$ cat src/rtl/div_sequencer.sv
// ============================================================================
//  Module      : div_sequencer
//  Description : Radix-2 restoring divider with its sequencing FSM. Serves
//                DIV/DIVU in the execute stage and holds the pipeline on
//                stall_o until quotient (lo_o) and remainder (hi_o) are ready.
//  Revision    : 1.0 - initial release
// ============================================================================
`default_nettype none

module div_sequencer #(
  parameter int WIDTH = 32
) (
  input  logic             clk,
  input  logic             rst,
  input  logic             start_i,
  input  logic             signed_i,
  input  logic             cancel_i,
  input  logic [WIDTH-1:0] a_i,
  input  logic [WIDTH-1:0] b_i,
  output logic             stall_o,
  output logic             ready_o,
  output logic             busy_o,
  output logic [WIDTH-1:0] lo_o,
  output logic [WIDTH-1:0] hi_o
);

  localparam int CNT_W = (WIDTH > 1) ? $clog2(WIDTH) : 1;
  localparam logic [CNT_W-1:0] LAST_STEP = CNT_W'(WIDTH - 1);

  typedef enum logic [1:0] {
    IDLE = 2'd0,
    RUN  = 2'd1,
    DONE = 2'd2
  } state_t;

  state_t           state_q,    state_d;
  logic [CNT_W-1:0] cnt_q,      cnt_d;
  logic [WIDTH-1:0] rem_q,      rem_d;
  logic [WIDTH-1:0] quo_q,      quo_d;
  logic [WIDTH-1:0] dvsr_q,     dvsr_d;
  logic             neg_quo_q,  neg_quo_d;
  logic             neg_rem_q,  neg_rem_d;
  logic [WIDTH-1:0] lo_q,       lo_d;
  logic [WIDTH-1:0] hi_q,       hi_d;
  logic [WIDTH-1:0] prev_lo_q,  prev_lo_d;
  logic [WIDTH-1:0] prev_hi_q,  prev_hi_d;
  logic             ready_q,    ready_d;
  logic             busy_q,     busy_d;

  logic             a_neg;
  logic             b_neg;
  logic [WIDTH-1:0] abs_a;
  logic [WIDTH-1:0] abs_b;
  logic [WIDTH:0]   shifted;
  logic [WIDTH:0]   trial;
  logic [WIDTH-1:0] step_rem;
  logic [WIDTH-1:0] step_quo;
  logic [WIDTH-1:0] fin_lo;
  logic [WIDTH-1:0] fin_hi;

  // Operand conditioning: magnitudes are taken only for signed operations;
  // the most negative value maps onto itself, which is the correct unsigned magnitude.
  always_comb begin
    a_neg = signed_i & a_i[WIDTH-1];
    b_neg = signed_i & b_i[WIDTH-1];
    abs_a = a_neg ? (~a_i + WIDTH'(1)) : a_i;
    abs_b = b_neg ? (~b_i + WIDTH'(1)) : b_i;
  end

  // One restoring step; the extra top bit of the trial difference is the borrow,
  // followed by sign application so the final step can register results directly.
  always_comb begin
    shifted  = {rem_q, quo_q[WIDTH-1]};
    trial    = shifted - {1'b0, dvsr_q};
    step_rem = trial[WIDTH] ? shifted[WIDTH-1:0] : trial[WIDTH-1:0];
    step_quo = {quo_q[WIDTH-2:0], ~trial[WIDTH]};
    fin_lo   = neg_quo_q ? (~step_quo + WIDTH'(1)) : step_quo;
    fin_hi   = neg_rem_q ? (~step_rem + WIDTH'(1)) : step_rem;
  end

  // Next-state and next-output computation for the sequencer and datapath.
  always_comb begin
    state_d   = state_q;
    cnt_d     = cnt_q;
    rem_d     = rem_q;
    quo_d     = quo_q;
    dvsr_d    = dvsr_q;
    neg_quo_d = neg_quo_q;
    neg_rem_d = neg_rem_q;
    lo_d      = lo_q;
    hi_d      = hi_q;
    prev_lo_d = prev_lo_q;
    prev_hi_d = prev_hi_q;
    ready_d   = 1'b0;

    case (state_q)
      IDLE: begin
        if (start_i && !cancel_i) begin
          dvsr_d    = abs_b;
          quo_d     = abs_a;
          rem_d     = '0;
          cnt_d     = '0;
          neg_quo_d = a_neg ^ b_neg;
          neg_rem_d = a_neg;
          // Snapshot of the visible results so a cancel in DONE can undo the update.
          prev_lo_d = lo_q;
          prev_hi_d = hi_q;
          if (b_i == '0) begin
            // Divide-by-zero bypasses the iteration entirely.
            state_d = DONE;
            lo_d    = '1;
            hi_d    = a_i;
            ready_d = 1'b1;
          end else begin
            state_d = RUN;
          end
        end
      end

      RUN: begin
        if (cancel_i) begin
          state_d = IDLE;
        end else begin
          rem_d = step_rem;
          quo_d = step_quo;
          cnt_d = cnt_q + CNT_W'(1);
          if (cnt_q == LAST_STEP) begin
            state_d = DONE;
            lo_d    = fin_lo;
            hi_d    = fin_hi;
            ready_d = 1'b1;
          end
        end
      end

      DONE: begin
        // start_i is still the same instruction here and is deliberately ignored.
        state_d = IDLE;
        if (cancel_i) begin
          lo_d = prev_lo_q;
          hi_d = prev_hi_q;
        end
      end

      default: begin
        state_d = IDLE;
      end
    endcase

    busy_d = (state_d != IDLE);
  end

  // State and output registers with synchronous reset.
  always_ff @(posedge clk) begin
    if (rst) begin
      state_q   <= IDLE;
      cnt_q     <= '0;
      rem_q     <= '0;
      quo_q     <= '0;
      dvsr_q    <= '0;
      neg_quo_q <= 1'b0;
      neg_rem_q <= 1'b0;
      lo_q      <= '0;
      hi_q      <= '0;
      prev_lo_q <= '0;
      prev_hi_q <= '0;
      ready_q   <= 1'b0;
      busy_q    <= 1'b0;
    end else begin
      state_q   <= state_d;
      cnt_q     <= cnt_d;
      rem_q     <= rem_d;
      quo_q     <= quo_d;
      dvsr_q    <= dvsr_d;
      neg_quo_q <= neg_quo_d;
      neg_rem_q <= neg_rem_d;
      lo_q      <= lo_d;
      hi_q      <= hi_d;
      prev_lo_q <= prev_lo_d;
      prev_hi_q <= prev_hi_d;
      ready_q   <= ready_d;
      busy_q    <= busy_d;
    end
  end

  // Stall must react in the same cycle as start/cancel, so it is combinational.
  always_comb begin
    stall_o = (((state_q == IDLE) && start_i) || (state_q == RUN)) && !cancel_i;
    ready_o = ready_q && !cancel_i;
    busy_o  = busy_q;
    lo_o    = lo_q;
    hi_o    = hi_q;
  end

endmodule

`default_nettype wire

$ cat config.mk
export PLATFORM = sky130hd
export DESIGN_NAME = div_sequencer
export DESIGN_NICKNAME = d
export VERILOG_FILES = /design/src/rtl/div_sequencer.sv
export SDC_FILE = /design/constraint.sdc
export NUM_CORES = 1
export LEC_CHECK = 0
export CORE_UTILIZATION = 65
export DETAILED_ROUTE_END_ITERATION = 8
export DONT_BUFFER_PORTS = 1
export PLACE_DENSITY = 0.81
export RECOVER_POWER = 50
export SLEW_MARGIN = 0
export SYNTH_ARGS = -nofsm -noshare
export SYNTH_HDL_FRONTEND = slang
export SYNTH_SLANG_ARGS = --single-unit
$ cat constraint.sdc
create_clock -name clk -period 6.11 [get_ports clk]
set_input_delay 0.9165 -clock clk [delete_from_list [all_inputs] [get_ports clk]]
set_output_delay 0.9165 -clock clk [all_outputs]
set_load 0.02 [all_outputs]
==> out/metrics.csv <==
stage,metric,value,unit
status,status,"complete, but fails checks",
status,failing checks,"DRC, capacitance limit, slew limit",
routing,vias per inst,6.49,
sta,share of the clock period used by the worst path,90.5,%
sta,Least-Margin Pin Slew,3.98,ns
setup_path,critical path class,flop to flop,
final_layout,share of cells above drive strength 1,4.96,%
logic_synthesis,Synth Area per Inst,7.23,sq um
clock_network,CTS resizes,0,
global_route,antenna violations before repair,0,
routing,Vias,14500,
logic_synthesis,Async SR Flop Fraction,0,%
logic_synthesis,sequential share of the synthesized area,32.1,%
logic_synthesis,"area leader, netlist",dfxtp_1,
placement,dpl cells,2188,
sta,Final Hold Viols,0,
final_layout,fin util,70.5,%
final_layout,final net count,2048,
routing,post-route ant nets,0,
sta,f_max,0.181,GHz
power_and_ir_drop,Logic pwr share,15.9,%
power_and_ir_drop,Power Dens Cells,255,mW/mm^2
hold_path,Worst Hold Launch,dvsr_q[21],
flow_run,Max Cap Viol,4,
logic_synthesis,Synth Flop Type,dfxtp_1,
floorplan,Initial Utilization,66.8,%
routing,drt pass-1 iters,9,
logic_synthesis,area share of the largest cell type after synthesis,32.1,%
routing,DR WL/cell,19.5,um
final_layout,antenna diode count,0,
placement,PortBufs,0,
sta,"Min Clock Period, post-route",5.53,ns
placement,area post-placement,0.0146,sq mm
setup_path,startpoint type of the worst setup path,flop,
setup_path,CP endpoint kind,flop,
logic_synthesis,#FFs+latches synth,235,
power_and_ir_drop,Sw Share,29.4,%
sta,Sum Neg Setup Slack,0,ns
setup_path,Reg2Reg Depth,20,
power_and_ir_drop,Switch Pwr,1.16,mW
logic_synthesis,Syn Nets,2142,
sta,RSZ-0062 raised after global routing,false,
global_route,largest net degree at the start of global routing,204,
global_route,global-route wire length before repair,69200,um
setup_path,Reg-to-Reg Start,quo_q[31],
setup_path,critical path data required time,6.54,ns
clock_network,htree depth,1,
setup_path,FF-to-FF End,hi_o[24],
hold_path,Hold Path Class,flop to flop,
clock_network,hold_buf cts,0,
logic_synthesis,"EDFF count, synth",0,
setup_path,R2R setup slack,0.58,ns
hold_path,Min-Delay Endpoint,dvsr_q[21],
logic_synthesis,"top cells by area, synth","dfxtp_1 (32%), nand2_1 (11%), a21oi_1 (7.7%), nor2_1 (5.2%), xnor2_1 (5.1%)",
placement,HPWL after detailed placement,30100,um
logic_synthesis,top post-synthesis cells by count,"nand2_1 (411), dfxtp_1 (235), a21oi_1 (225), nor2_1 (202), o21ai_0 (131)",
clock_network,TritonCTS Sinks,235,
global_route,total grt overflow,0,
routing,routed wire length,43500,um
final_layout,post-route cell area,0.0155,sq mm
floorplan,die height,152,um
power_and_ir_drop,Clk network pwr share,41.2,%
power_and_ir_drop,sequential share of power,42.9,%
floorplan,core area,0.0220,sq mm
placement,RD Place Congestion,0.931,
floorplan,row count,54,
clock_network,CTS tree,built,
logic_synthesis,synth unique cells,82,
floorplan,Die ar.,0.0232,sq mm
sta,relative max-transition margin,-165,%
floorplan,I/O pin total,136,
setup_path,critical path data arrival time,5.95,ns
clock_network,root buffer cell,clkbuf_16,
clock_network,CTS Buffer Depth,3,
clock_network,Worst-path clk slew,0.06,ns
setup_path,"Max FO, Critical Path",20,
logic_synthesis,"count leader, synth",nand2_1,
logic_synthesis,synth warn,0,
global_route,total track usage,36.6,%
clock_network,Worst-Skew Late Latency,0.54,ns
floorplan,width of the die,152,um
sta,Min Hold Slack,0.446,ns
logic_synthesis,Syn Inst Count,2030,
routing,number of DRC markers in iteration 0,1527,
power_and_ir_drop,Pint,2.78,mW
clock_network,Post-CTS Setup Bufs,0,
sta,skew final,0.0125,ns
sta,final setup vio count,0,
clock_network,Num CTS Buffers,26,
power_and_ir_drop,Worst VDD drop,0.243,mV
final_layout,"Cell Count, Final, Fillers Out",2234,
logic_synthesis,Netlist Area Pre-Place,0.0147,sq mm
power_and_ir_drop,Pleak,5.69,nW
hold_path,Cells on Worst Hold Path,2,
sta,max-slew violations,298,
routing,DRC violations left,7,
global_route,vias in the first global route,13000,
final_layout,Area Overhead vs Synth,5.52,%
==> worst max-delay path, cell delays in order (launching register included) <==
cell and delay [ns]:
dfxtp_1 0.33, inv_1 0.09, ha_1 0.25, fa_1 0.40, nand2b_1 0.19, a211oi_2 0.27
o211ai_1 0.22, o21ai_2 0.33, o22ai_2 0.17, xnor2_4 0.64, nand2_1 0.10, o21ai_0 0.20
ha_1 0.31, nand2_1 0.06, nand4b_1 0.18, mux2i_2 0.35, nand4_1 0.28, o31ai_1 0.36
xnor2_1 0.16, a21oi_1 0.08, o41ai_1 0.43
==> worst max path at each step <==
| stage | startpoint | end |
|---|---|---|
| after floorplan | quo_q[31] | hi_o[24] |
| after global placement | quo_q[31] | hi_o[24] |
| after detailed placement | quo_q[31] | hi_o[24] |
| after CTS | quo_q[31] | hi_o[24] |
| after global routing | quo_q[31] | hi_o[24] |
| final | quo_q[31] | hi_o[24] |
==> state kept, by name (all words and copies together) (netlist names), 5 cells and up <==
signal and count:
prev_lo_q 32, prev_hi_q 32, quo_q 32, hi_o 32
dvsr_q 32, rem_q 32, lo_o 32, cnt_q 5
==> per-stage QoR <==
stage	setup WS [ns]	power, mW
2_1_floorplan	1.35	2.20
3_3_place_gp	1.01	2.33
3_5_place_dp	0.784	2.34
4_1_cts	0.741	3.94
5_1_grt	0.0976	4.08
6_report	0.581	3.95
==> cells by family after synthesis <==
kind of cell	count (synthesis)	share of synthesized area [%]
simple gates	804	23.7
compound gates	593	25.2
flops	235	32.1
buf+inv	199	5.42
xor+xnor	132	7.93
fa+ha+maj	43	3.72
mux	24	1.94
==> cell usage in the layout (no fill, tap or decap), types with 9 or more instances in the layout <==
master,count
o41ai_1,17
a31oi_1,24
nand2b_1,12
nor2_1,201
nand2_1,411
ha_1,41
a211oi_1,35
a221oi_1,30
nand4_1,13
xnor2_1,85
o31ai_1,21
dfxtp_1,235
a22oi_1,28
nor3_1,34
a21oi_1,225
o21ai_0,131
or3_1,17
clkbuf_16,27
nand3_1,30
inv_1,59
xor2_1,46
or4_1,10
buf_4,14
mux2i_1,18
a211o_1,9
nor4_1,22
and2_1,11
==> metal layers <==
metal / GRT usage [%] / share of wire [%]
met5: 0 / 0
met4: 13.7 / 3.3
met3: 7.11 / 10
met2: 55.8 / 43
met1: 51.3 / 43
==> power groups by stage <==
stage               clock (mW)  sequential (mW)  combinational (mW)
floorplan                    0             1.71               0.500
global placement             0             1.72               0.601
detailed placement           0             1.73               0.611
CTS                       1.63             1.69               0.616
global route              1.69             1.70               0.691
finish                    1.62             1.69               0.627
==> layout make-up <==
type	count	area [sq um]
inverter	60	225
tap	280	350
sequential	235	4700
multi-input combinational	1596	9200
timing repair buffer	17	119
fill	1879	6480
clock buffer	34	732
clock inverter	12	153
(Power assumes the default switching activity.)
